<file path="config.mk">
export PLATFORM = sky130hd
export DESIGN_NAME = neo_pattern_sequencer
export DESIGN_NICKNAME = d
export VERILOG_FILES = /design/src/rtl/neo_pattern_sequencer.sv
export SDC_FILE = /design/constraint.sdc
export NUM_CORES = 1
export LEC_CHECK = 0
export BUFFER_PORTS_ARGS = -buffer_cell sky130_fd_sc_hd__buf_4
export CORE_ASPECT_RATIO = 1.4
export CORE_UTILIZATION = 58
export DETAILED_ROUTE_END_ITERATION = 8
export PLACE_DENSITY_LB_ADDON = 0.12
export SLEW_MARGIN = 10
export SYNTH_ARGS = -nofsm -noshare
export SYNTH_HDL_FRONTEND = slang
export SYNTH_SLANG_ARGS = --single-unit
</file>
<file path="constraint.sdc">
create_clock -name clock_i -period 3.8 [get_ports clock_i]
set_clock_uncertainty 0.05 [all_clocks]
set_input_delay 0.57 -clock clock_i [delete_from_list [all_inputs] [get_ports clock_i]]
set_output_delay 0.57 -clock clock_i [all_outputs]
set_load 0.1 [all_outputs]
</file>
<file path="src/rtl/neo_pattern_sequencer.sv">
// neo_pattern_sequencer
//   Generates NeoPixel load commands (pixel index + palette colour) from run-time
//   counters. Each frame issues max(loads_per_frame,1) loads, pulses send_req,
//   then waits for the driver's send_done before the next frame may start.
// Ports
//   clock_i, reset_i          single clock, synchronous active-high reset
//   enable_i                  allows a new frame to start from IDLE
//   mode_i                    0 CHASE, 1 ALT, 2 BOUNCE, 3 TWINKLE (sampled in IDLE)
//   freeze_i                  at send_done: rewind counters so the frame repeats
//   loads_per_frame_i         loads per frame, 0 treated as 1 (sampled in IDLE)
//   palette_i                 four hue entries, entry i at [i*COLOR_W +: COLOR_W]
//   cmd_valid_o/cmd_ready_i   load command handshake
//   cmd_pixel_o, cmd_color_o  registered command payload
//   send_req_o                one-cycle display request
//   send_done_i               driver finished display (honoured only in WAIT)
//   busy_o                    FSM not in IDLE
module neo_pattern_sequencer #(
  parameter int NUM_PIXELS = 5,
  parameter int COLOR_W    = 8,
  parameter int LOAD_W     = 7,
  localparam int PW        = (NUM_PIXELS > 1) ? $clog2(NUM_PIXELS) : 1
) (
  input  logic                 clock_i,
  input  logic                 reset_i,
  input  logic                 enable_i,
  input  logic [1:0]           mode_i,
  input  logic                 freeze_i,
  input  logic [LOAD_W-1:0]    loads_per_frame_i,
  input  logic [4*COLOR_W-1:0] palette_i,
  output logic                 cmd_valid_o,
  input  logic                 cmd_ready_i,
  output logic [PW-1:0]        cmd_pixel_o,
  output logic [COLOR_W-1:0]   cmd_color_o,
  output logic                 send_req_o,
  input  logic                 send_done_i,
  output logic                 busy_o
);

  typedef enum logic [1:0] {S_IDLE, S_LOAD, S_SEND, S_WAIT} state_t;

  localparam logic [1:0]    M_BOUNCE = 2'd2;
  localparam logic [PW-1:0] LAST     = PW'(NUM_PIXELS - 1);

  state_t               state_q, state_d;
  logic [PW-1:0]        pix_q, snap_pix_q, cmd_pixel_q;
  logic                 dir_q, snap_dir_q;          // 0 = up, 1 = down
  logic [1:0]           lap_q, snap_lap_q, act_mode_q;
  logic [LOAD_W-1:0]    cnt_q, lim_q;
  logic [4*COLOR_W-1:0] pal_q;
  logic [COLOR_W-1:0]   cmd_color_q;

  logic                 accept, last_load, mode_chg;
  logic [PW-1:0]        adv_pix, st_pix;
  logic                 adv_dir, st_dir;
  logic [1:0]           adv_lap, st_lap;

  function automatic logic [1:0] hue(input logic [1:0] m, input logic [PW-1:0] p,
                                     input logic [1:0] l);
    case (m)
      2'd1:    hue = 2'(p) + l;
      2'd3:    hue = {l[0], p[0]};
      default: hue = l;
    endcase
  endfunction

  function automatic logic [COLOR_W-1:0] pal_sel(input logic [4*COLOR_W-1:0] pal,
                                                 input logic [1:0] idx);
    pal_sel = pal[idx*COLOR_W +: COLOR_W];
  endfunction

  assign accept    = (state_q == S_LOAD) && cmd_ready_i;
  assign last_load = (cnt_q + LOAD_W'(1)) == lim_q;

  // A mode change at a frame boundary restarts the pattern from pixel 0.
  assign mode_chg = mode_i != act_mode_q;
  assign st_pix   = mode_chg ? '0   : pix_q;
  assign st_dir   = mode_chg ? 1'b0 : dir_q;
  assign st_lap   = mode_chg ? 2'd0 : lap_q;

  // Counter advance for one accepted load.
  always_comb begin
    adv_pix = pix_q;
    adv_dir = dir_q;
    adv_lap = lap_q;
    if (act_mode_q == M_BOUNCE) begin
      if (NUM_PIXELS == 1) begin
        // Single LED: every load hits an end, so only the lap moves.
        adv_dir = ~dir_q;
        adv_lap = lap_q + 2'd1;
      end else if (!dir_q && pix_q == LAST) begin
        adv_dir = 1'b1;
        adv_lap = lap_q + 2'd1;
        adv_pix = pix_q - PW'(1);
      end else if (dir_q && pix_q == '0) begin
        adv_dir = 1'b0;
        adv_lap = lap_q + 2'd1;
        adv_pix = pix_q + PW'(1);
      end else begin
        adv_pix = dir_q ? pix_q - PW'(1) : pix_q + PW'(1);
      end
    end else if (pix_q == LAST) begin
      adv_pix = '0;
      adv_lap = lap_q + 2'd1;
    end else begin
      adv_pix = pix_q + PW'(1);
    end
  end

  // FSM state register
  always_ff @(posedge clock_i) begin
    if (reset_i) state_q <= S_IDLE;
    else         state_q <= state_d;
  end

  // FSM next state
  always_comb begin
    state_d = state_q;
    case (state_q)
      S_IDLE:  if (enable_i)              state_d = S_LOAD;
      S_LOAD:  if (accept && last_load)   state_d = S_SEND;
      S_SEND:                             state_d = S_WAIT;
      S_WAIT:  if (send_done_i)           state_d = S_IDLE;
      default:                            state_d = S_IDLE;
    endcase
  end

  // FSM outputs
  always_comb begin
    cmd_valid_o = (state_q == S_LOAD);
    send_req_o  = (state_q == S_SEND);
    busy_o      = (state_q != S_IDLE);
  end

  assign cmd_pixel_o = cmd_pixel_q;
  assign cmd_color_o = cmd_color_q;

  // Datapath: counters, frame snapshot and registered command payload.
  always_ff @(posedge clock_i) begin
    if (reset_i) begin
      pix_q       <= '0;
      dir_q       <= 1'b0;
      lap_q       <= '0;
      snap_pix_q  <= '0;
      snap_dir_q  <= 1'b0;
      snap_lap_q  <= '0;
      act_mode_q  <= '0;
      cnt_q       <= '0;
      lim_q       <= '0;
      pal_q       <= '0;
      cmd_pixel_q <= '0;
      cmd_color_q <= '0;
    end else begin
      case (state_q)
        S_IDLE: if (enable_i) begin
          act_mode_q  <= mode_i;
          pix_q       <= st_pix;
          dir_q       <= st_dir;
          lap_q       <= st_lap;
          snap_pix_q  <= st_pix;
          snap_dir_q  <= st_dir;
          snap_lap_q  <= st_lap;
          cnt_q       <= '0;
          lim_q       <= (loads_per_frame_i == '0) ? LOAD_W'(1) : loads_per_frame_i;
          pal_q       <= palette_i;
          cmd_pixel_q <= st_pix;
          cmd_color_q <= pal_sel(palette_i, hue(mode_i, st_pix, st_lap));
        end
        // The next command is precomputed on accept so valid never bubbles.
        S_LOAD: if (accept) begin
          cnt_q       <= cnt_q + LOAD_W'(1);
          pix_q       <= adv_pix;
          dir_q       <= adv_dir;
          lap_q       <= adv_lap;
          cmd_pixel_q <= adv_pix;
          cmd_color_q <= pal_sel(pal_q, hue(act_mode_q, adv_pix, adv_lap));
        end
        S_WAIT: if (send_done_i && freeze_i) begin
          pix_q <= snap_pix_q;
          dir_q <= snap_dir_q;
          lap_q <= snap_lap_q;
        end
        default: ;
      endcase
    end
  end

endmodule

</file>
Yosys cells after proc, flatten, opt, wreduce, memory -nomap -nowiden --
Cells that the tools add are included.
Operators by class: reduce and logical (&&, ||, !) cells 17, magnitude comparators 0, shift operators 2, eq/ne operators 18, multipliers 0, muxes and demuxes 47, div/mod/pow operators 0, $add $sub $neg 6, bitwise operators 0
Operators with widths (number):
- $shiftx 32x6->8 | 2
- $mux 2 | 17
- $mux 3 | 9
- $mux 7 | 3
- $mux 8 | 2
- $pmux 8 s2 | 1
- $pmux 7 s2 | 1
- $eq 2x2->1 const B | 5
- $pmux 3 s3 | 1
- $pmux 2 s2 | 2
- $pmux 2 s4 | 1
- $add 7x1->7 const B | 1
- $eq 7x7->1 | 1
- $logic_not 7->1 | 1
- $mux 1 | 7
- $eq 2x1->1 const B | 3
- $ne 2x1->1 const B | 3
- $ne 2x2->1 const B | 3
- $pmux 2 s3 | 1
- $pmux 3 s2 | 1
- $reduce_and 3->1 | 2
- $reduce_and 6->1 | 1
- $logic_and 1x1->1 | 5
- $add 2x2->2 | 2
- other kinds (14) | 15
Word-level totals: latch bits 0, register bits 73, output and inout port bits 14, memory bits (read-only) 0, RAM bits 0, memories kept 0, logic and storage cells 103

Longest topological paths before layout --
depth in word-level cells 13, depth in mapped cells 14, mapped depth without buffers 12

Worst setup path after synthesis --
Ideal clock, no wire load.
path type input to register, start input port mode_i[0], end register cmd_color_q[3], in the netlist cmd_color_o[3], path slack 812 ps, data arrival time 2800 ps, stages 10, buffers on the path 1, path through clkbuf_1 xor2_1 nor2_1 and2_1 ha_1 a21oi_1 a21oi_4 mux4_2 nor2_1 nor4_2
On the way: longest elaborated chain between the ends 10, elaborated cells on any way between the ends 13, those cells by class 1 x add/sub; 3 x eq/ne; 1 x shift; 8 x mux
Ends and longest elaborated chain:
- start, declared | line 26 | input logic [1:0] mode_i,
- $ne 2x2->1 (*) | line 75 | assign mode_chg = mode_i != act_mode_q;
- $mux 2 (*) | line 78 | assign st_lap = mode_chg ? 2'd0 : lap_q;
- via st_lap[0] | line 55 | logic [1:0] adv_lap, st_lap;
- $add 2x2->2 | line 60 | 2'd1: hue = 2'(p) + l;
- $pmux 2 s2 (*) | line 59 | case (m)
- $mux 2 (*) | line 154 | S_IDLE: if (enable_i) begin
- $mux 2 (*) | line 153 | case (state_q)
- $mux 2 (*) | line 139 | if (reset_i) begin
- $shiftx 32x6->8 (*) | line 68 | pal_sel = pal[idx*COLOR_W +: COLOR_W];
- $mux 8 (*) | line 154
- $pmux 8 s2 (*) | line 153
- end signal, assigned | line 166 | cmd_color_q <= pal_sel(palette_i, hue(mode_i, st_pix, st_lap));
- end signal, assigned | line 175 | cmd_color_q <= pal_sel(pal_q, hue(act_mode_q, adv_pix, adv_lap));
- end, declared | line 50 | logic [COLOR_W-1:0] cmd_color_q;
The timed path passes the listed nets; every way through them passes the cells marked *. The select of a mux whose other input is x is not followed. A chain may end at the register's enable or synchronous reset.

Final worst setup path --
start register pix_q[0], end register cmd_color_q[4], in the netlist cmd_color_o[4]
On the way: longest elaborated chain between the ends 13, elaborated cells on any way between the ends 31, those cells by class 4 x add/sub; 1 x eq/ne; 2 x shift; 21 x mux; 3 x reduce/logical
Ends and longest elaborated chain:
- start, declared | line 45 | logic [PW-1:0] pix_q, snap_pix_q, cmd_pixel_q;
- start signal, assigned | line 156 | pix_q <= st_pix;
- start signal, assigned | line 171 | pix_q <= adv_pix;
- start signal, assigned | line 178 | pix_q <= snap_pix_q;
- $add 3x1->3, or another cell as far along | line 97, 99, 105
- $mux 3 / $logic_and 1x1->1 (equally long branches) | line 99, 94
- $mux 3 / $mux 2 (equally long branches) | line 94 | end else if (dir_q && pix_q == '0) begin
- $mux 3 / $mux 2 (equally long branches) | line 90 | end else if (!dir_q && pix_q == LAST) begin
- $mux 3 / $mux 2 (equally long branches) | line 85 | if (act_mode_q == M_BOUNCE) begin
- $add 2x2->2 | line 60
- $pmux 2 s2 | line 59
- $mux 2 | line 169 | S_LOAD: if (accept) begin
- $mux 2 | line 153
- $mux 2 | line 139
- $shiftx 32x6->8 | line 68
- $mux 8 | line 169
- $pmux 8 s2 (*) | line 153
Every way passes the cells marked *; elsewhere a longest branch is shown, timed or not. The select of a mux whose other input is x is not followed.

==> summary.md <==
| Metric | Value |
|---|---|
| CP required | roughly 4.0 ns |
| Final hold violation count | 0 |
| R2R cell count | 13 |
| Htree depth | 3 |
| CTS tree | built |
| FFs w/ async S/R, synth | 0 |
| Worst-Margin Slew | approximately 0.83 ns |
| Die ar. | between 0.007 and 0.008 sq mm |
| Vias in the first global route | approximately 4000 |
| Final period util | 0.840 |
| Clk_lat worst skew | between 0.3 and 0.4 ns |
| Root Driver | clkbuf_8 |
| Avg Vias per Cell | roughly 6 |
| Min Hold Slack | a little over 0.4 ns |
| Number of routed nets with antenna violations | 0 |
| GR Overflow Total | 0 |
| Initial DRC Count | between 200 and 300 |
| Cell area after layout | between 0.005 and 0.006 sq mm |
| Clock Sinks | 73 |
| Worst R2R End | cmd_color_o[4]$_SDFFE_PP0P_ |
| Placed inst area | slightly below 0.005 sq mm |
| Syn_nets | approximately 620 |
| Pwr Total | roughly 3600 uW |
| Count of final setup violators | 0 |
| DP HPWL | 7690 um |
| Mean post-synth cell area | about 7.9 sq um |
| Arrival @ worst endpoint | about 3.4 ns |
| Die Ht | 105 um |
| Final GP Congestion | around 0.90 |
| Hold endpoint | snap_pix_q[1]$_SDFFE_PP0P_ |
| Cell mode on critical path | ha_1 |
| Fin crit period | about 3.2 ns |
| Postcts setup bufs | 0 |
| Reg2reg setup slack | roughly 0.6 ns |
| Highest ir drop seen on vdd | between 500 and 600 uV |
| Gr usage total | 0.291 |
| DR pass1 iterations | 5 |
| # resized after CTS | 0 |
| Slowest-stage cell, CP | ha_1 |
| Hold Crit Depth | 2 |
| Nets | 660 |
| Status | complete, no violations |
| Row cnt | 37 |
| Synth Instances | 564 |
| Seq/Total Area, Yosys | 0.330 |
| CP Max Fanout | 32 |
| Seq cells post-synth | between 70 and 80 |
| Starting Density | 0.602 |
| Slew Viols, Final | 0 |
| CP Cell Sequence | inv_1 -> ha_1 -> nand2_1 -> xnor2_1 -> ha_1 -> nor2b_1 -> a31oi_2 -> buf_4 -> nor2_1 -> a31oi_1 -> o211ai_1 -> mux2i_1 -> nor4_2 |
| Cell variety after synth | 55 |
| Area of the multi-input gates | approximately 0.0028 sq mm |
| DRC Markers | 0 |
| Total of max-cap violations | 0 |
| Hold Crit Class | flop to flop |
| Final WL | between 10000 and 15000 um |
| Crit start category | flop |
| Layout cells sized above 1 | 0.183 |
| Critical path's largest stage delay | 0.52 ns |
| Largest net degree at the start of global routing | 74 |
| Total Neg Setup Slack | 0 ns |
| Leak | 0.00192 uW |
| Reg clk slew, reported paths | around 0.070 ns |
| Number of I/O port buffers | 60 |
| Fillers | a little over 600 |
| PwrDens | approximately 700 mW/mm^2 |
| Area Overhead vs Synth | 15.4% |
| Routed wire length per instance | between 15 and 20 um |
| Main synth FF type | dfxtp_1 |
| Worst relative slew slack | 0.450 |
| First-pass GRT wire length | ~18000 um |
| Number of buffers added to fix hold violations after cts | 0 |
| TritonCTS Buffers | 9 |
| Die W | about 76 um |
| Antenna violations before repair | 0 |
| Hold_sp | snap_pix_q[1]$_SDFFE_PP0P_ |
| Register area | 0.00146 sq mm |
| Max clock buf depth | 2 |
| Yosys Warn Count | 0 |
| Cell Area, Synth | 0.00443 sq mm |
| WS Path Type | flop to flop |
| Worst r2r src | pix_q[0]$_SDFFE_PP0P_ |
| Post-synth EDFFs | 0 |
| Fmax | 0.313 GHz |
| RSZ-0062 raised after global routing | false |
| # IOs | 61 |
| Worst Setup End Kind | flop |
| DR vias | ~4200 |
| Total inserted antenna cells | 0 |
| Core Area | 0.00736 sq mm |
-- kinds of logic after synthesis --
group | Yosys count | synth area share
muxes | 35 | 0.102
and+or+nand+nor | 237 | 0.238
buffers and inverters | 51 | 0.0458
DFF | 73 | 0.330
AOI/OAI and AO/OA | 131 | 0.196
adders and majority gates | 10 | 0.0282
xor gates and xnor gates | 27 | 0.0599
-- sequential cells by signal, summed over array words and instances (netlist names) --
name and cells:
act_mode_q 2, cmd_color_o 8, cmd_pixel_o 3, cnt_q 7
dir_q 1, lap_q 2, lim_q 7, pal_q 32
pix_q 3, snap_dir_q 1, snap_lap_q 2, snap_pix_q 3
state_q 2
-- critical path, delay by kind of cell (launching register included) --
| kind | cells | cell delay [ns] |
|---|---|---|
| buffers and inverters | 2 | 0.52 |
| flip-flops | 1 | 0.37 |
| XOR/XNOR | 1 | 0.17 |
| multiplexers | 1 | 0.22 |
| adder cells (fa/ha/maj) | 2 | 0.83 |
| AND/OR/NAND/NOR | 4 | 0.45 |
| AO/OA/AOI/OAI | 3 | 0.44 |
-- through the flow --
step                      instances   util  setup slack (ns)
after CTS                       704  0.695             0.623
final                           704  0.695             0.608
after floorplan                 564      -             0.812
after global placement          689  0.667             0.684
after global routing            704  0.695             0.376
after detailed placement        689  0.667             0.657
-- layer usage --
metal,vias to the layer above,GRT usage,part of all wire,wire (um)
met4,0,0.159,0.034,375
li1,2055,-,-,-
met3,33,0.0335,0.037,404
met5,-,0,0,0
met1,1966,0.334,0.41,4490
met2,128,0.506,0.52,5790
-- cell type report --
cell class | count | area share
clock inverter | 4 | 0.0103
clock buffer | 11 | 0.0296
inverter | 11 | 0.00808
tap | 97 | 0.0237
sequential | 73 | 0.286
multi-input combinational | 440 | 0.543
timing repair buffer | 68 | 0.0999
-- how the worst max path moves through the flow --
stage,start,to,slack (ns),cells past startpoint
3_5_place_dp,act_mode_q[1]$_SDFFE_PP0P_,cmd_color_o[2]$_SDFFE_PP0P_,0.66,13
3_3_place_gp,act_mode_q[1]$_SDFFE_PP0P_,cmd_color_o[1]$_SDFFE_PP0P_,0.68,13
4_1_cts,act_mode_q[1]$_SDFFE_PP0P_,cmd_color_o[4]$_SDFFE_PP0P_,0.62,13
6_report,pix_q[0]$_SDFFE_PP0P_,cmd_color_o[4]$_SDFFE_PP0P_,0.61,13
2_1_floorplan,mode_i[0],cmd_color_o[3]$_SDFFE_PP0P_,0.81,10
5_1_grt,act_mode_q[1]$_SDFFE_PP0P_,cmd_color_o[1]$_SDFFE_PP0P_,0.38,13
-- Yosys cell counts (8+ instances only) --
master,count,area share
a21oi_1,54,0.061
nand2_1,125,0.11
xnor2_1,14,0.028
nor4_2,8,0.023
mux4_2,8,0.041
nor2_1,60,0.051
dfxtp_1,73,0.33
inv_1,10,0.0085
nand3_1,15,0.017
ha_1,10,0.028
a31oi_1,22,0.031
o211ai_1,18,0.031
xor2_1,10,0.020
clkbuf_1,31,0.026
nor3_1,8,0.0090
mux2i_1,26,0.059
-- placed cells by master, fill, tap and decap left out, types with 3 or more instances in the layout --
cell and instances:
ha_1 10, nand2_1 125, a22oi_1 6, nor4_2 8, nor2_1 59, a311oi_1 4, a21oi_1 54, a31oi_1 21
nand3_1 15, xnor2_1 14, o21ai_0 6, clkbuf_8 11, o211ai_1 18, xor2_1 10, mux4_2 8, dfxtp_1 73
mux2i_1 26, nor2b_1 3, inv_1 10, buf_4 68, nand2b_1 3, nor3_1 8
-- where the power goes --
group | internal, uW | switching (uW)
logic | 526 | 1360
clock network | 337 | 291
registers | 930 | 143
Power figures use the tool's default switching activity.
